File: src/rtl/lut_logic_bank.sv
// ============================================================================
// Module   : lut_logic_bank
// Brief    : Registered bank of three LUT logic functions (and2, and4, eq).
//            Optional macro LUT_CFG_EN enables run-time truth-table writes.
// Revision : 1.0 - initial release
// ============================================================================
`default_nettype none

module lut_logic_bank #(
  parameter logic [3:0]  AND2_INIT = 4'h8,
  parameter logic [15:0] AND4_INIT = 16'h8000,
  parameter logic [15:0] EQ_INIT   = 16'hDAA5
) (
  input  logic        clk,
  input  logic        rst,
  input  logic        in_valid,
  input  logic [1:0]  and2_addr,
  input  logic [3:0]  and4_addr,
  input  logic        a,
  input  logic        b,
  input  logic        c,
  input  logic        d,
  input  logic        cfg_we,
  input  logic [1:0]  cfg_sel,
  input  logic [15:0] cfg_data,
  output logic        out_valid,
  output logic        and2_result,
  output logic        and4_result,
  output logic        eq_result
);

  localparam logic [1:0] SEL_AND2 = 2'd0;
  localparam logic [1:0] SEL_AND4 = 2'd1;
  localparam logic [1:0] SEL_EQ   = 2'd2;

  logic [3:0]  and2_tbl;
  logic [15:0] and4_tbl;
  logic [15:0] eq_tbl;
  logic [3:0]  eq_addr;

  assign eq_addr = {d, c, b, a};

`ifdef LUT_CFG_EN
  logic [3:0]  and2_tbl_q;
  logic [15:0] and4_tbl_q;
  logic [15:0] eq_tbl_q;

  // A write lands on the edge, so a lookup at that same edge still sees the old table.
  always_ff @(posedge clk or posedge rst) begin
    if (rst) begin
      and2_tbl_q <= AND2_INIT;
      and4_tbl_q <= AND4_INIT;
      eq_tbl_q   <= EQ_INIT;
    end else if (cfg_we) begin
      case (cfg_sel)
        SEL_AND2: and2_tbl_q <= cfg_data[3:0];
        SEL_AND4: and4_tbl_q <= cfg_data;
        SEL_EQ:   eq_tbl_q   <= cfg_data;
        default:  ;
      endcase
    end
  end

  assign and2_tbl = and2_tbl_q;
  assign and4_tbl = and4_tbl_q;
  assign eq_tbl   = eq_tbl_q;
`else
  logic unused_cfg;

  assign unused_cfg = ^{cfg_we, cfg_sel, cfg_data, SEL_AND2, SEL_AND4, SEL_EQ};
  assign and2_tbl   = AND2_INIT;
  assign and4_tbl   = AND4_INIT;
  assign eq_tbl     = EQ_INIT;
`endif

  always_ff @(posedge clk or posedge rst) begin
    if (rst) begin
      out_valid   <= 1'b0;
      and2_result <= 1'b0;
      and4_result <= 1'b0;
      eq_result   <= 1'b0;
    end else begin
      out_valid <= in_valid;
      if (in_valid) begin
        and2_result <= and2_tbl[and2_addr];
        and4_result <= and4_tbl[and4_addr];
        eq_result   <= eq_tbl[eq_addr];
      end
    end
  end

endmodule

`default_nettype wire

File: config.mk
export PLATFORM = sky130hd
export DESIGN_NAME = lut_logic_bank
export DESIGN_NICKNAME = d
export VERILOG_FILES = /design/src/rtl/lut_logic_bank.sv
export SDC_FILE = /design/constraint.sdc
export NUM_CORES = 1
export LEC_CHECK = 0
export ABC_AREA = 1
export CAP_MARGIN = 40
export CELL_PAD_IN_SITES_DETAIL_PLACEMENT = 1
export CELL_PAD_IN_SITES_GLOBAL_PLACEMENT = 2
export CORE_MARGIN = 2
export CORE_UTILIZATION = 10
export DETAILED_ROUTE_END_ITERATION = 16
export PLACE_DENSITY = 0.95
export SYNTH_ARGS = -nofsm -noshare
export SYNTH_HDL_FRONTEND = slang
export SYNTH_SLANG_ARGS = --single-unit
File: constraint.sdc
create_clock -name clk -period 0.8 [get_ports clk]
set_input_delay 0.16 -clock clk [delete_from_list [all_inputs] [get_ports clk]]
set_output_delay 0.16 -clock clk [all_outputs]
set_load 0.005 [all_outputs]
# == After elaboration in Yosys (flattened, before gate mapping) ==
# Memories as Yosys holds them, arrays and structs flattened. A register that Yosys moved wholly into a read port is not among the register bits.
# Cells that the tools add are included.
# word_totals
out_inout_bits,4
register_bits,2
mem_count,2
in_bits,32
romBits,32
# mem_list
name,words,word_bits,rd,rd_clocked_by_memory_dff,wr,line_no,text
(no name shown),16,1,1,1,0,87,eq_result <= eq_tbl[eq_addr];
(no name shown),16,1,1,1,0,86,and4_result <= and4_tbl[and4_addr];
# op_classes
n_mux,2
magnitude_cmp,1
# op_table
operator,count
"2-bit by 3-bit < comparator with 1-bit output, second input constant",1
1-bit binary-select mux with 2-bit select,1
1-bit two-way mux,1

# == Depth between registers and ports, before layout ==
# logic_depth
ltp_word,2
mapped_depth,6
ltp_nobuf,6

# == Least setup slack after synthesis ==
# Ideal clock, no wire load.
# synth_path
kind,register to register
start,reg and4_result (netlist name)
end,reg and4_result
setup_time_ns,0.127
slack_ns,0.191
period_less_slack_ns,0.609
stages_incl_launch_ff,3
arrival_ns,0.482
path_buffers,0
path_cell_list,dfrtp_1 -> nand2_1 -> o21ai_0
# synth_lines
item,line_no,text
"end, declared",28,"output logic and4_result,"

# == Worst setup path in the final report ==
# layout_path
start,reg and4_result
end,out and4_result
# No word-level cell between the ends.

==> qor.csv <==
metric,value,unit
pwr-share-comb,23.9,%
hpwl,513.5,microns
route.antenna.remaining_nets,0,
synthToLayoutAreaGrowth,136.2,%
status,"complete, but fails checks",
yosys.area.top_type_share,53.69,%
antenna_found_initial,0,
grt-ovfl-total,0,
initialDrtViolationCount,2,
timing.fmax,1.124,GHz
final_cell_mix,"clkdlybuf4s50_1, nand2_1, buf_4",
met2_usage,9.315,%
clk_pin_slew_worst_paths,0.04,ns
gp_congestion,0.6620,
stdcell_count,74,
hold_slack,0.1132,ns
cts_tree,done,
endpoint_kind,output pin,
netlist_area,186.4,sq um
power.leakage,0.2454,nW
firstDrtPassIters,3,
dieArea,0.002225,sq mm
synth_area_per_cell,7.768,sq um
fill_cells,210,
fin_crit,0.8897,ns
drive_gt1_share,36.73,%
htree_levels,1,
grt_util_met3,1.923,%
peakVddDrop,0.0003628,V
cpLargestDelayFamily,flip-flops,
period_share,111.2,%
path_buf_inv,1,
yosysTopAreaCell,dfrtp_1,
pwr-share-clk,39.4,%
grt_usage,6.250,%
cts_sinks,4,
rsz0062_at_grt,true,
fin_ws,-0.08966,ns
ys_ff_latch,4,
startpoint_type,flop,
synth_nets,56,
p_int,0.0004784,W
relSlewSlack,90.01,%
nNetsFinal,83,
wl_per_cell,8.649,microns
switchingPower,0.0001329,W
routed_wl,640,microns
max_cap_violations,0,
pin_count,36,
violations,setup timing,
final_area,440.4,sq um
setup_viol,5,
cts-root-buf,clkbuf_4,
maxSlewViolCount,0,
design_power_total,0.0006113,W
tightest_slew,0.1498,ns
synth_cell_type_count,8,
grtUsageMet1,5.977,%
setup_tns,-0.3194,ns
layout_commonest_cell,clkdlybuf4s50_1,
path_cells,buf_2,
cts_max_path_buffers,2,
slowest_delay,0.37,ns
power_frac_seq,36.7,%
cp.arrival,0.73,ns
grt_busiest_layer,met2,
cp_data_required_time,0.64,ns
syn-instance-count,24,
via_per_inst,3.149,
grt_pass1_vias,227,
grt_pass1_wl,890,microns
hold_class,in2async,
critical_path.max_fanout,2,
swShare,21.74,%
place.port_buffers,16,
num_rows,15,
core_area,0.001745,sq mm
cpMaxStageDelayCell,dfrtp_1,
cts_hold_buffers,0,
fin_worst_skew,0,ns
yosysWarnings,0,
fp.dieH,47.18,microns
yosysSeqAreaShare,53.69,%
hold_viol,0,
cts_buffers,3,
powerDensity,1388,mW/mm^2
yosys-top-cells-area,"dfrtp_1, nand2_1, inv_1",
vias,233,
die_w,47.18,microns
start_util,10.68,%
drcViolationCount,0,
dp.cells,68,
clock_latency,0.23,ns
place_area,400.4,sq um
num_antenna_cells,0,
crit_type,reg2out,
grt_max_degree,5,
[power by group through the flow]
stage	clock (W)	combinational [W]	sequential, W
2_1_floorplan	0	0.0000301	0.000228
4_1_cts	0.000257	0.000134	0.000224
3_5_place_dp	0	0.000144	0.000227
3_3_place_gp	0	0.000141	0.000227
6_report	0.000241	0.000146	0.000224
5_1_grt	0.000265	0.000161	0.000226
[synth_stat cells (all sizes together)]
cell and number:
nand2 9, inv 5, dfrtp 4, nand3 3, a21oi 1, nand4 1
o21ai 1
[cells by family after synthesis]
family	after synthesis	synth area share, %
simple gates	13	30.88
flops	4	53.69
buf+inv	5	10.07
compound gates	2	5.364
[sequential cells by signal (all words and copies together) (netlist names)]
register,cells
and2_result,1
out_valid,1
and4_result,1
eq_result,1
[layer usage]
layer / up-vias / share of wire [%]
met3: 0 / 7.5
met4: 0 / 0
li1: 125 / -
met1: 102 / 36
met5: - / 0
met2: 6 / 57
[worst paths after layout]
check / end / start / slack (ns) / depth (start not counted)
max: and4_result / and4_result / -0.09 / 1
min: and4_result / rst / 0.11 / 2
max reg2reg: and2_result / and2_result / -0.01 / 4
min reg2reg: and4_result / and4_result / 0.57 / 3
max in group asynchronous: out_valid / rst / 0.54 / 2
min in group clk: and2_result / in_valid / 0.24 / 3
[per-stage QoR]
step | setup slack (ns) | utilization, %
after floorplan | 0.1909 | -
after global placement | -0.2713 | 22.94
after detailed placement | -0.3090 | 22.94
after CTS | -0.1047 | 23.73
after global routing | -0.1237 | 25.23
final | -0.08966 | 25.23
[area by class of cell]
| cell class | count | area [sq um] | share of cell area (%) |
|---|---|---|---|
| tap | 25 | 31.28 | 7.102 |
| timing repair buffer | 22 | 186.4 | 42.33 |
| sequential | 4 | 100.1 | 22.73 |
| clock buffer | 3 | 22.52 | 5.114 |
| multi-input combinational | 15 | 81.33 | 18.47 |
| inverter | 5 | 18.77 | 4.261 |
[what timing repair did]
action	CTS	global route
setup buffers	2	2
pin swaps	2	4
setup endpoints to repair	5	5
resized for setup	19	6
No activity file was read; power rests on OpenSTA's default activity.
